<file path="config.mk">
export PLATFORM = sky130hd
export DESIGN_NAME = sdrc_width_adapter
export DESIGN_NICKNAME = d
export VERILOG_FILES = /design/src/rtl/sdrc_width_pkg.sv /design/src/rtl/sdrc_lane_sel.sv /design/src/rtl/sdrc_width_adapter.sv
export SDC_FILE = /design/constraint.sdc
export NUM_CORES = 1
export LEC_CHECK = 0
export CAP_MARGIN = 10
export CORE_ASPECT_RATIO = 0.8
export CORE_MARGIN = 5
export CORE_UTILIZATION = 59
export DETAILED_ROUTE_END_ITERATION = 6
export DONT_BUFFER_PORTS = 1
export GPL_TIMING_DRIVEN = 0
export PLACE_DENSITY = 0.78
export SYNTH_ARGS = -nofsm -noshare
export SYNTH_HDL_FRONTEND = slang
export SYNTH_HIERARCHICAL = 1
export SYNTH_SLANG_ARGS = --single-unit
export TNS_END_PERCENT = 30
</file>
<file path="constraint.sdc">
create_clock -name clk -period 5.7 [get_ports clk]
set_input_delay 1.425 -clock clk [delete_from_list [all_inputs] [get_ports clk]]
set_output_delay 1.425 -clock clk [all_outputs]
set_load 0.005 [all_outputs]
</file>
<file path="src/rtl/sdrc_width_pkg.sv">
// Shared SDRAM width encodings and helpers for the application/SDRAM width adapter.
// Width and ratio are computed at run time from the sdr_width mode input.
package sdrc_width_pkg;

  typedef enum logic [1:0] {
    W32 = 2'b00,
    W16 = 2'b01,
    W8  = 2'b10
  } sdr_width_e;

  // Mode 2'b11 aliases the quarter-width mode.
  function automatic int unsigned width_bits(logic [1:0] mode, int unsigned sdr_dw);
    if (mode[1]) begin
      return sdr_dw / 4;
    end else if (mode == W16) begin
      return sdr_dw / 2;
    end
    return sdr_dw;
  endfunction

  function automatic int unsigned ratio(logic [1:0] mode, int unsigned app_dw,
                                        int unsigned sdr_dw);
    return app_dw / width_bits(mode, sdr_dw);
  endfunction

endpackage

</file>
<file path="src/rtl/sdrc_lane_sel.sv">
// Selects beat idx of the application word at the current SDRAM width.
// Data lanes above W are forced to 0 and enable lanes above W/8 to 1 (disabled).
module sdrc_lane_sel
  import sdrc_width_pkg::*;
#(
  parameter int unsigned APP_DW = 64,
  parameter int unsigned SDR_DW = 32,
  parameter int unsigned CW     = 3
) (
  input  logic [1:0]          sdr_width,
  input  logic [CW-1:0]       idx,
  input  logic [APP_DW-1:0]   data,
  input  logic [APP_DW/8-1:0] en_n,
  output logic [SDR_DW-1:0]   lane_data,
  output logic [SDR_DW/8-1:0] lane_en_n
);

  localparam int unsigned APP_BW = APP_DW / 8;
  localparam int unsigned SDR_BW = SDR_DW / 8;
  localparam int unsigned XW     = (APP_DW > SDR_DW) ? APP_DW : SDR_DW;
  localparam int unsigned XB     = XW / 8;

  int unsigned     w;
  logic [XW-1:0]   data_sh;
  logic [XB-1:0]   en_sh;
  logic [SDR_DW-1:0] dmask;
  logic [SDR_BW-1:0] bmask;

  always_comb begin
    w         = width_bits(sdr_width, SDR_DW);
    data_sh   = XW'(data) >> (32'(idx) * w);
    en_sh     = XB'(en_n) >> (32'(idx) * (w / 8));
    dmask     = {SDR_DW{1'b1}} >> (SDR_DW - w);
    bmask     = {SDR_BW{1'b1}} >> (SDR_BW - w / 8);
    lane_data = data_sh[SDR_DW-1:0] & dmask;
    lane_en_n = en_sh[SDR_BW-1:0] | ~bmask;
  end

  logic unused_bw;
  assign unused_bw = ^APP_BW;

endmodule

</file>
<file path="src/rtl/sdrc_width_adapter.sv">
// Adapts wide application words to narrow SDRAM beats (write) and assembles
// SDRAM beats back into application words (read); width selectable at run time.
module sdrc_width_adapter
  import sdrc_width_pkg::*;
#(
  parameter int unsigned  APP_DW = 64,
  parameter int unsigned  SDR_DW = 32,
  localparam int unsigned APP_BW = APP_DW / 8,
  localparam int unsigned SDR_BW = SDR_DW / 8,
  localparam int unsigned CW     = $clog2(APP_DW / (SDR_DW / 4))
) (
  input  logic              clk,
  input  logic              reset_n,
  input  logic [1:0]        sdr_width,
  input  logic              x2a_wrstart,
  input  logic              x2a_wrnext,
  input  logic              x2a_wrlast,
  output logic [SDR_DW-1:0] a2x_wrdt,
  output logic [SDR_BW-1:0] a2x_wren_n,
  input  logic [APP_DW-1:0] app_wr_data,
  input  logic [APP_BW-1:0] app_wr_en_n,
  output logic              app_wr_next,
  output logic              app_last_wr,
  input  logic              x2a_rdstart,
  input  logic              x2a_rdok,
  input  logic              x2a_rdlast,
  input  logic [SDR_DW-1:0] x2a_rddt,
  output logic [APP_DW-1:0] app_rd_data,
  output logic              app_rd_valid,
  output logic              app_last_rd,
  output logic              app_rd_partial,
  output logic              mode_err
);

  localparam int unsigned XW = (APP_DW > SDR_DW) ? APP_DW : SDR_DW;

  int unsigned   w;
  logic [CW-1:0] r_max;

  assign w     = width_bits(sdr_width, SDR_DW);
  assign r_max = CW'(ratio(sdr_width, APP_DW, SDR_DW) - 1);

  // Write path
  logic [CW-1:0] wr_cnt_q, wr_cnt_d;

  always_comb begin
    wr_cnt_d = wr_cnt_q;
    if (x2a_wrstart || x2a_wrlast) begin
      wr_cnt_d = '0;
    end else if (x2a_wrnext) begin
      wr_cnt_d = (wr_cnt_q == r_max) ? '0 : wr_cnt_q + 1'b1;
    end
  end

  sdrc_lane_sel #(
    .APP_DW(APP_DW),
    .SDR_DW(SDR_DW),
    .CW    (CW)
  ) u_lane_sel (
    .sdr_width(sdr_width),
    .idx      (wr_cnt_q),
    .data     (app_wr_data),
    .en_n     (app_wr_en_n),
    .lane_data(a2x_wrdt),
    .lane_en_n(a2x_wren_n)
  );

  assign app_wr_next = x2a_wrnext & ((wr_cnt_q == r_max) | x2a_wrlast);
  assign app_last_wr = x2a_wrlast & x2a_wrnext;

  // Read path
  logic [CW-1:0]     rd_cnt_q, rd_cnt_d, rd_lane;
  logic [APP_DW-1:0] asm_q, asm_d, rd_base, asm_merged;
  logic [APP_DW-1:0] rd_data_q, rd_data_d;
  logic              rd_valid_q, rd_valid_d, rd_last_q, rd_last_d, rd_part_q, rd_part_d;
  logic              rd_emit;
  logic [XW-1:0]     lane_mask_x, beat_x;
  logic [1:0]        width_q;
  logic              mode_err_q, mode_err_d;

  always_comb begin
    // A start coinciding with a beat restarts assembly at lane 0.
    rd_lane     = x2a_rdstart ? '0 : rd_cnt_q;
    rd_base     = x2a_rdstart ? '0 : asm_q;
    lane_mask_x = XW'({SDR_DW{1'b1}} >> (SDR_DW - w)) << (32'(rd_lane) * w);
    beat_x      = XW'(x2a_rddt & ({SDR_DW{1'b1}} >> (SDR_DW - w))) << (32'(rd_lane) * w);
    asm_merged  = (rd_base & ~lane_mask_x[APP_DW-1:0]) | beat_x[APP_DW-1:0];
    rd_emit     = x2a_rdok && ((rd_lane == r_max) || x2a_rdlast);

    rd_cnt_d   = rd_cnt_q;
    asm_d      = asm_q;
    rd_data_d  = rd_data_q;
    rd_valid_d = 1'b0;
    rd_last_d  = 1'b0;
    rd_part_d  = 1'b0;
    if (rd_emit) begin
      rd_data_d  = asm_merged;
      rd_valid_d = 1'b1;
      rd_last_d  = x2a_rdlast;
      rd_part_d  = x2a_rdlast && (rd_lane != r_max);
      asm_d      = '0;
      rd_cnt_d   = '0;
    end else if (x2a_rdok) begin
      asm_d    = asm_merged;
      rd_cnt_d = rd_lane + 1'b1;
    end else if (x2a_rdstart) begin
      asm_d    = '0;
      rd_cnt_d = '0;
    end

    mode_err_d = mode_err_q |
                 ((sdr_width != width_q) && ((wr_cnt_q != '0) || (rd_cnt_q != '0)));
  end

  always_ff @(posedge clk) begin
    if (!reset_n) begin
      wr_cnt_q   <= '0;
      rd_cnt_q   <= '0;
      asm_q      <= '0;
      rd_data_q  <= '0;
      rd_valid_q <= 1'b0;
      rd_last_q  <= 1'b0;
      rd_part_q  <= 1'b0;
      mode_err_q <= 1'b0;
      width_q    <= sdr_width;
    end else begin
      wr_cnt_q   <= wr_cnt_d;
      rd_cnt_q   <= rd_cnt_d;
      asm_q      <= asm_d;
      rd_data_q  <= rd_data_d;
      rd_valid_q <= rd_valid_d;
      rd_last_q  <= rd_last_d;
      rd_part_q  <= rd_part_d;
      mode_err_q <= mode_err_d;
      width_q    <= sdr_width;
    end
  end

  assign app_rd_data    = rd_data_q;
  assign app_rd_valid   = rd_valid_q;
  assign app_last_rd    = rd_last_q;
  assign app_rd_partial = rd_part_q;
  assign mode_err       = mode_err_q;

endmodule

</file>
==> results_dict.tcl <==
set metrics [dict create \
    die_area_um2 18000 \
    synth_enable_flop_cells 0 \
    slowest_delay_ns 0.52 \
    rows 40 \
    wl_per_cell_um 24.3 \
    die_h_um 121 \
    cts_tree "done" \
    synth_nets 1169 \
    core_um2 15100 \
    min_period_ns 5.62 \
    cp_top_family "simple AND/OR/NAND/NOR gates" \
    ys_seq_area_share_pct 30.9 \
    topRoutingLayerUsed "met5" \
    synthCells 1035 \
    grt_max_degree 20 \
    final_area_um2 10000 \
    drtPass1Iterations 5 \
    hold_class "reg2reg" \
    status "finished, final reports clean" \
    p_switching_w 0.000651 \
    die_x_um 149 \
    antenna_found_initial 5 \
    register_area_um2 2800 \
    syn_avg_cell_area_um2 8.76 \
    worst_slew_pin_slew_ns 0.905 \
    h-tree-depth 4 \
    cts_buffer_depth 2 \
    via_count 8915 \
    power_frac_comb_pct 12.4 \
    fillCellCount 1250 \
    numPortBuffers 0 \
    p_leak_nw 3.74 \
    synthesis.area_um2 9070 \
    grt_pass1_vias 8191 \
    crit_path_end_kind "primary output" \
    drt_iter0_markers 1234 \
    postLayoutCoreUtil_pct 66.5 \
    wl_met1_um 13000 \
    finalCritPeriodShare_pct 98.6 \
    track_usage_pct 33.3 \
    hold_ws_ns 0.486 \
    setup_violations 0 \
    placed_area_um2 9330 \
    grt.overflow.total 0 \
    worstSkewPairLatency_ns 0.43 \
    pwr-share-seq_pct 42.1 \
    antenna_left 0 \
    finalNetCount 1185 \
    synth.distinct_cells 75 \
    dpl.hpwl_um 22700 \
    final_common_cell "dfxtp_1" \
    place_congestion 1.05 \
    start_util_pct 60.2 \
    drc 0 \
    p_clk_share_pct 45.5 \
    wl_met2_um 12600 \
    worst_clock_skew_ns 0.00639 \
    postCtsHoldBufs 0 \
    crit_path_cell_trace "buf_6, nor2b_2, nand2_1, fa_1, inv_1, ha_1, fa_2, nor4b_4, a31oi_4, or2_4, nor3_2" \
    p_sw_share_pct 27.1 \
    cts_root_buf "clkbuf_16" \
    ys_warn_count 6 \
    ir_drop_uv 198 \
    viasPerCell 6.99 \
    postCtsSetupBuffers 0 \
    cts_made_buffers 17 \
    critPathMaxFanout 19 \
    path_class "in2out" \
    synth-seq-cells 140 \
    drv_slew 0 \
    internal-power_w 0.00175 \
    hold_viol 0 \
    ys_async_sr_fraction_pct 0 \
    max_clock_freq_ghz 0.178 \
    cts_sinks 140 \
    route.met3.wl_um 4350 \
    slowest_stage "fa_1" \
    start_kind "input pin" \
    synth_ff_type "dfxtp_1" \
    layout_common_cells "dfxtp_1, nor2_1, a22oi_1" \
    max-cap-violations 0 \
    arrival_ns 4.20 \
    clkTransAtPathRegs_ns 0.06 \
    slew_headroom_pct 39.4 \
    multi_input_area_um2 5880 \
    crit_required_ns 4.28 \
    grt_first_pass_wirelength_um 47200 \
    area_growth_pct 10.4 \
    tns_ns 0 \
    drive_gt1_share_pct 13.9 \
    worst-path-buf-inv 2 \
    ios 220 \
    rsz0062_at_grt "false" \
    drt_wl_total_um 31000 \
    powerDensity_nw_per_um2 240 \
]
## worst reg2reg max path: cells and delay by family, from the launching register on
family | cells | cell delay [ns]
AND/OR/NAND/NOR | 5 | 1.17
adder cells (fa/ha/maj) | 3 | 1.16
buffers and inverters | 4 | 1.02
AO/OA/AOI/OAI | 1 | 0.39
flip-flops | 1 | 0.36
## routing by layer
| layer | up-vias | track usage (%) |
|---|---|---|
| met1 | 4187 | 48.7 |
| li1 | 3934 | - |
| met2 | 674 | 44.8 |
| met3 | 116 | 12.3 |
| met4 | 4 | 11.3 |
| met5 | - | 0 |
## registers in the layout, summed over array words and instances, names as in the netlist
signal / count
rd_cnt_q: 3
width_q: 2
app_rd_valid: 1
app_last_rd: 1
mode_err: 1
asm_q: 64
wr_cnt_q: 3
app_rd_data: 64
app_rd_partial: 1
## path summary, 6_finish.rpt
kind / startpoint / end / slack [ns] / cells past startpoint
setup / recovery: sdr_width[1] / a2x_wrdt[15] / 0.08 / 11
hold / removal: app_rd_data[3] / app_rd_data[3] / 0.49 / 1
setup reg to reg: rd_cnt_q[0] / asm_q[24] / 1.47 / 13
hold reg to reg: app_rd_data[3] / app_rd_data[3] / 0.49 / 1
## timing repair
item                       in CTS  in global routing
setup endpoints to repair      36                 43
resized for setup              11                 21
pin swaps                       0                  4
## cell families (layout without fill, tap and decap cells)
| kind of cell | after synthesis | after routing | share of synthesized area (%) |
|---|---|---|---|
| and+or+nand+nor | 370 | 370 | 22.2 |
| AOI/OAI and AO/OA | 330 | 330 | 26.5 |
| DFF | 140 | 140 | 30.9 |
| buffers and inverters | 98 | 125 | 5.44 |
| muxes | 68 | 68 | 10.9 |
| adders and majority gates | 20 | 20 | 3.09 |
| xor gates and xnor gates | 9 | 9 | 0.952 |
| other | 0 | 4 | 0 |
## power by group through the flow
stage          clock network [W]  logic [W]  registers [W]
6_report                 0.00109   0.000298        0.00101
5_1_grt                  0.00114   0.000318        0.00102
4_1_cts                  0.00109   0.000287        0.00101
3_5_place_dp                   0   0.000283        0.00103
3_3_place_gp                   0   0.000279        0.00103
2_1_floorplan                  0   0.000214        0.00103
## layout make-up
type | count | area share [%]
buffer | 80 | 4.32
clock buffer | 18 | 4.28
multi-input combinational | 797 | 58.7
clock inverter | 12 | 1.40
sequential | 140 | 28.0
inverter | 15 | 0.562
antenna | 4 | 0.0999
tap | 210 | 2.62
## synth_stat cells, drive strengths merged (16+ instances only)
| cell | count | area share [%] |
|---|---|---|
| nand3 | 32 | 1.8 |
| ha | 16 | 2.2 |
| a21oi | 50 | 2.8 |
| buf | 40 | 3.0 |
| mux4 | 24 | 6.0 |
| a22oi | 80 | 6.6 |
| nand2b | 32 | 2.2 |
| nor2 | 91 | 3.8 |
| nor3 | 18 | 1.3 |
| clkbuf | 43 | 1.8 |
| a211o | 16 | 1.5 |
| a22o | 17 | 1.6 |
| o21ai | 47 | 2.6 |
| and3 | 20 | 1.4 |
| o2bb2ai | 48 | 4.6 |
| nand2 | 60 | 2.5 |
| nor2b | 64 | 4.4 |
| mux2i | 37 | 4.1 |
| dfxtp | 140 | 31 |
## metrics by stage
| step | total power [W] | setup slack (ns) | instances |
|---|---|---|---|
| floorplan | 0.00124 | 0.0410 | 1035 |
| global placement | 0.00131 | -0.556 | 1245 |
| detailed placement | 0.00132 | -0.640 | 1245 |
| CTS | 0.00239 | 0.00886 | 1273 |
| global route | 0.00248 | 0.0117 | 1274 |
| finish | 0.00241 | 0.0772 | 1276 |
Note: power is estimated with default switching activity, not from simulation.
